<file path="src/rtl/tb_stream_pkg.sv">
// Shared types and helpers for the AXI-stream packet router.
package tb_stream_pkg;

    typedef enum logic {
        IDLE   = 1'b0,
        ACTIVE = 1'b1
    } state_t;

    // A channel index needs at least one bit even for two channels.
    function automatic int chan_w(input int n);
        return (n <= 2) ? 1 : $clog2(n);
    endfunction

endpackage

</file>
<file path="src/rtl/sync_fifo.sv">
// Single-clock FIFO with same-cycle push/pop; a push at full is accepted
// only when a pop frees the head slot in the same cycle.
module sync_fifo #(
    parameter int DATA_W = 8,
    parameter int DEPTH  = 16
) (
    input  logic                       clk,
    input  logic                       rst,
    input  logic [DATA_W-1:0]          din,
    input  logic                       push,
    input  logic                       pop,
    output logic                       push_ok,
    output logic [DATA_W-1:0]          head,
    output logic [$clog2(DEPTH):0]     count,
    output logic                       empty,
    output logic                       full
);
    localparam int AW = $clog2(DEPTH);

    logic [DATA_W-1:0] mem [DEPTH];
    logic [AW-1:0]     wr_ptr;
    logic [AW-1:0]     rd_ptr;
    logic              pop_ok;

    assign empty   = (count == '0);
    assign full    = (count == (AW+1)'(DEPTH));
    assign pop_ok  = pop & ~empty;
    assign push_ok = push & (~full | pop_ok);
    assign head    = mem[rd_ptr];

    always_ff @(posedge clk) begin
        if (push_ok)
            mem[wr_ptr] <= din;
    end

    // Pointers wrap naturally because DEPTH is a power of two.
    always_ff @(posedge clk or negedge rst) begin
        if (!rst) begin
            wr_ptr <= '0;
            rd_ptr <= '0;
            count  <= '0;
        end else begin
            if (push_ok)
                wr_ptr <= wr_ptr + 1'b1;
            if (pop_ok)
                rd_ptr <= rd_ptr + 1'b1;
            case ({push_ok, pop_ok})
                2'b10:   count <= count + 1'b1;
                2'b01:   count <= count - 1'b1;
                default: count <= count;
            endcase
        end
    end

endmodule

</file>
<file path="src/rtl/axis_stream_router.sv">
// Buffers pushed words and emits them as framed AXI-stream packets, routing
// each whole packet to the channel selected when the packet starts.
module axis_stream_router
    import tb_stream_pkg::*;
#(
    parameter int DATA_W = 8,
    parameter int DEPTH  = 16,
    parameter int N_CH   = 5,
    parameter int LEN_W  = 8
) (
    input  logic                        clk,
    input  logic                        rst,
    input  logic [DATA_W-1:0]           din,
    input  logic                        push,
    input  logic                        op_en,
    input  logic [chan_w(N_CH)-1:0]     sel,
    input  logic [LEN_W-1:0]            pkt_len,
    input  logic                        clr_err,
    input  logic [N_CH-1:0]             tready,
    output logic [N_CH*DATA_W-1:0]      tdata,
    output logic [N_CH-1:0]             tvalid,
    output logic [N_CH-1:0]             tlast,
    output logic [$clog2(DEPTH):0]      buff_count,
    output logic                        empty,
    output logic                        full,
    output logic                        busy,
    output logic                        pkt_done,
    output logic                        overflow,
    output logic                        sel_err
);
    localparam int CW    = chan_w(N_CH);
    localparam int CNT_W = $clog2(DEPTH) + 1;

    state_t            state;
    logic [CW-1:0]     ch;
    logic [LEN_W-1:0]  len;
    logic [LEN_W-1:0]  beat;
    logic [DATA_W-1:0] head;
    logic              push_ok;
    logic              hs;
    logic              last_beat;
    logic              start_try;
    logic              sel_bad;

    sync_fifo #(
        .DATA_W (DATA_W),
        .DEPTH  (DEPTH)
    ) u_fifo (
        .clk     (clk),
        .rst     (rst),
        .din     (din),
        .push    (push),
        .pop     (hs),
        .push_ok (push_ok),
        .head    (head),
        .count   (buff_count),
        .empty   (empty),
        .full    (full)
    );

    assign busy      = (state == ACTIVE);
    assign hs        = busy & ~empty & tready[ch];
    // Flush mode (len==0) ends the packet on whatever word is currently last.
    assign last_beat = (len != '0) ? (beat == len - 1'b1) : (buff_count == CNT_W'(1));
    assign sel_bad   = (int'(sel) >= N_CH);
    assign start_try = (state == IDLE) & op_en & ~empty;

    always_ff @(posedge clk or negedge rst) begin
        if (!rst) begin
            state    <= IDLE;
            ch       <= '0;
            len      <= '0;
            beat     <= '0;
            pkt_done <= 1'b0;
        end else begin
            pkt_done <= 1'b0;
            case (state)
                IDLE: begin
                    if (start_try && !sel_bad) begin
                        ch    <= sel;
                        len   <= pkt_len;
                        beat  <= '0;
                        state <= ACTIVE;
                    end
                end
                ACTIVE: begin
                    if (hs) begin
                        beat <= beat + 1'b1;
                        if (last_beat) begin
                            state    <= IDLE;
                            pkt_done <= 1'b1;
                        end
                    end
                end
                default: state <= IDLE;
            endcase
        end
    end

    // Sticky flags: a same-cycle set takes priority over clr_err.
    always_ff @(posedge clk or negedge rst) begin
        if (!rst) begin
            overflow <= 1'b0;
            sel_err  <= 1'b0;
        end else begin
            if (push && !push_ok)
                overflow <= 1'b1;
            else if (clr_err)
                overflow <= 1'b0;
            if (start_try && sel_bad)
                sel_err <= 1'b1;
            else if (clr_err)
                sel_err <= 1'b0;
        end
    end

    always_comb begin
        tvalid = '0;
        tlast  = '0;
        tdata  = '0;
        if (busy && !empty) begin
            tvalid[ch]                          = 1'b1;
            tlast[ch]                           = last_beat;
            tdata[int'(ch)*DATA_W +: DATA_W]    = head;
        end
    end

endmodule

</file>
<file path="config.mk">
export PLATFORM = sky130hd
export DESIGN_NAME = axis_stream_router
export DESIGN_NICKNAME = d
export VERILOG_FILES = /design/src/rtl/tb_stream_pkg.sv /design/src/rtl/sync_fifo.sv /design/src/rtl/axis_stream_router.sv
export SDC_FILE = /design/constraint.sdc
export NUM_CORES = 1
export LEC_CHECK = 0
export BUFFER_PORTS_ARGS = -buffer_cell sky130_fd_sc_hd__buf_2
export CORE_AREA = 2 2 125 127
export CTS_CLUSTER_SIZE = 8
export DETAILED_ROUTE_END_ITERATION = 16
export DIE_AREA = 0 0 127 129
export HOLD_SLACK_MARGIN = 0.1
export PLACE_DENSITY = 0.7
export SYNTH_ARGS = -nofsm -noshare
export SYNTH_HDL_FRONTEND = slang
export SYNTH_SLANG_ARGS = --single-unit
</file>
<file path="constraint.sdc">
create_clock -name clk -period 5 [get_ports clk]
set_input_delay 0.5 -clock clk [delete_from_list [all_inputs] [get_ports clk]]
set_output_delay 0.5 -clock clk [all_outputs]
set_load 0.02 [all_outputs]
</file>
==> metrics.log <==
[metrics] Filler Cells Inserted: 1,166
[metrics] synthesis-stage register bit count: 164
[metrics] ratio of total power to cell area: 576 nW/um^2
[metrics] critical-path maximum fanout: 28
[metrics] final std cells w/o fill: about 750
[metrics] wire length on met2: 7190 um
[metrics] unique cell type count in the Yosys netlist: 50
[metrics] worst relative slew slack: 11.9%
[metrics] number of inserted diodes: 0
[metrics] area inside the core boundary: 15,000 um^2
[metrics] global placement routability congestion: 0.782
[metrics] Avg Vias per Cell: 5.53
[metrics] number of resized instances in the post-cts repair step: 0
[metrics] synthesized netlist net count: 502
[metrics] crit path capture type: output port
[metrics] fin util: a little under three fifths
[metrics] floorplan die area: 16,400 um^2
[metrics] min cycle time layout: 3.64 ns
[metrics] fmax: between 0.2 and 0.3 GHz
[metrics] site row count: 45
[metrics] Chip Width: 127 um
[metrics] r2r startpoint: u_fifo.count[0]
[metrics] fraction of layout cells with a size suffix above 1: 32.5%
[metrics] sink count of the clock tree: 164
[metrics] remaining global-route overflow: 0
[metrics] pin count of the biggest net entering global routing: 37
[metrics] post-DR wirelength/cell: 20.2 um
[metrics] H-tree lvl count: 4
[metrics] Post-Syn Instances: between 400 and 500
[metrics] antenna violations before repair: 0
[metrics] slack of the worst reg-to-reg path: 1.45 ns
[metrics] DR iter-0 viols: 273
[metrics] list of cells traversed by the critical path: buf_4, mux4_2, mux4_2, and2_1, buf_2
[metrics] number of setup violations in the final report: 0
[metrics] number of nets in the final layout: 597
[metrics] die extent in y: 129 um
[metrics] async set-or-reset flop fraction in the synthesized netlist: 22.0%
[metrics] kind of start point of the critical path: register
[metrics] netlist area before placement: 7420 um^2
[metrics] wire length of the first global-routing pass: 23,300 um
[metrics] clock-pin transition on the worst setup and hold timing paths: 0.07 ns
[metrics] via count: roughly 4,200
[metrics] required time at the worst-slack endpoint: 4.50 ns
[metrics] drt pass-1 iters: 4
[metrics] Slowest cell on crit path: dfrtp_2
[metrics] maximum buffer depth of the clock tree: 2
[metrics] leakage power total: roughly 0.0033 uW
[metrics] routed wl met3: 884 um
[metrics] number of flops mapped to enable cells by yosys: roughly 130
[metrics] data arrival time at the worst-slack endpoint: 3.14 ns
[metrics] type of the most critical hold path: input pin to asynchronous set/reset pin
[metrics] cell at the root of the clock tree: clkbuf_16
[metrics] sequential cell area fraction in the yosys report: between 60% and 70%
[metrics] RSZ-0062 raised after global routing: false
[metrics] number of violations of the max-capacitance limit: 0
[metrics] most frequent cell on the critical path: mux4_2
[metrics] Setup Fix Bufs, Post-CTS: 0
[metrics] post-detailed-routing wire length: 15,100 um
[metrics] uppermost layer routed: met4
[metrics] # hold bufs at CTS: 0
[metrics] Crit Path Class: register to output port
[metrics] stage delay of the slowest cell on the critical path: 0.95 ns
[metrics] post-route antenna net violation count: 0
[metrics] post-route DRC violation count: 0
[metrics] Post-DP HPWL: 10,200 um
[metrics] Port Buffers: between 80 and 90
[metrics] ys flop type: edfxtp_1
[metrics] insertion delay of the later-clocked pin in the worst-skew pair: 0.43 ns
[metrics] detailed-routing wirelength on met1: 6900 um
[metrics] clock tree from TritonCTS: yes
[metrics] Fin Setup TNS: 0 ns
[metrics] total global routing track utilization: 19.5%
[metrics] final-report max-slew violation count: 0
[metrics] total chip power: 4940 uW
[metrics] count of placed standard cells including taps: 719
[metrics] Fin Clk Skew: around 0.010 ns
[metrics] final worst path period share: 72.7%
[metrics] clock buffer count from CTS: 17
[metrics] post-synthesis area per instance: 16.3 um^2
[metrics] via count of the first global-routing pass: just over 4,000
[metrics] run status: completed
[metrics] starting density of the core: between 40% and 50%
[metrics] number of hold violations in the final report: 0
[metrics] # IOs: 90
[metrics] Peak supply drop: roughly 280 uV
[metrics] number of warnings issued by yosys: 0
[metrics] Tightest Pin Transition: ~1.3 ns
[metrics] Area growth, synth to finish: 15.7%
[metrics] Worst Setup SP: u_fifo.rd_ptr[0]
==> area by class of cell <==
type / count / area, um^2 / share of cell area (%)
Clock buffer: 18 / 429 / 5.00
Clock inverter: 14 / 140 / 1.63
Inverter: 14 / 52.6 / 0.613
Multi-Input combinational cell: 262 / 2510 / 29.3
Sequential cell: 164 / 4750 / 55.3
Tap cell: 188 / 235 / 2.74
Timing Repair Buffer: 91 / 460 / 5.37
==> worst paths after layout <==
kind	cells after the start	endpoint
hold reg to reg	1	overflow
setup reg to reg	8	u_fifo.mem[5][1]
max in group asynchronous	1	u_fifo.rd_ptr[0]
hold / removal	1	pkt_done
setup / recovery	5	tdata[33]
min in group clk	3	len[0]
==> worst max-delay path: cells and delay by family, from the launching register on <==
kind | cells | cell delay [ns]
muxes | 2 | 1.06
DFF | 1 | 0.95
buffers and inverters | 2 | 0.50
and+or+nand+nor | 1 | 0.18
==> cell usage after synthesis, types with 2 or more instances <==
cell      count  area (um^2)
a21oi_1       3         15.0
and2_1       48          300
and3_1        7         43.8
and4_1        2         17.5
buf_1         3         11.3
buf_12        2         40.0
buf_2         3         15.0
clkbuf_1      4         15.0
dfrtp_1      36          901
edfxtp_1    128         3840
ha_1         18          225
inv_1        14         52.6
mux2_2        7         78.8
mux4_1        3         78.8
mux4_2       38          856
nand2_1      25         93.8
nand3_1       5         25.0
nand3b_1      2         15.0
nand4_1       3         18.8
nand4b_1      3         26.3
nor2_1       19         71.3
nor2b_1       4         25.0
nor3_1        5         25.0
nor3_2        5         50.1
nor3b_1       4         30.0
nor4_1        2         12.5
nor4b_2       2         30.0
o21ai_0      12         60.1
xnor2_1      16          140
xor2_1       12          105
==> flip-flops by register name, summed over array words and instances, names as in the netlist, 3 cells and up <==
name and count:
u_fifo.mem 128, u_fifo.wr_ptr 4, u_fifo.rd_ptr 4, beat 8
len 8, u_fifo.count 5, ch 3
==> cells in the final DEF (no fill, tap or decap), drive strengths merged, types with 4 or more instances in the layout <==
master,Yosys,layout
edfxtp,128,128
buf,11,91
and2,48,48
mux4,41,41
dfrtp,36,36
nand2,25,25
inv,14,23
nor2,19,19
ha,18,18
clkbuf,4,18
xnor2,16,16
o21ai,12,12
xor2,12,12
nor3,10,10
and3,7,7
mux2,7,7
nand3,5,5
nor2b,4,4
a21oi,4,4
nor3b,4,4
==> stage by stage <==
step	hold WS (ns)	area, um^2	setup WS [ns]
after global routing	0.216	8580	1.17
after CTS	0.165	8570	1.29
after global placement	0.466	8000	1.47
final	0.166	8580	1.36
after floorplan	0.204	7420	1.80
after detailed placement	0.477	8000	1.37
==> cells by family after synthesis <==
kind of cell,Yosys count,synth area share (%)
AOI/OAI and AO/OA,25,2.36
xor gates and xnor gates,28,3.31
adders and majority gates,18,3.04
buffers and inverters,29,2.26
DFF,164,64.0
muxes,49,13.8
and+or+nand+nor,142,11.3
==> per-layer routing <==
layer  vias to the layer above  track usage (%)
li1                       1922                -
met1                      2091             26.8
met2                       129             30.5
met3                        11             5.45
met4                         0             6.40
met5                         -                0
==> where the power goes <==
group	internal [uW]	switching (uW)
Clock	703	560
Sequential	1700	343
Combinational	781	855
(Power assumes the default switching activity.)
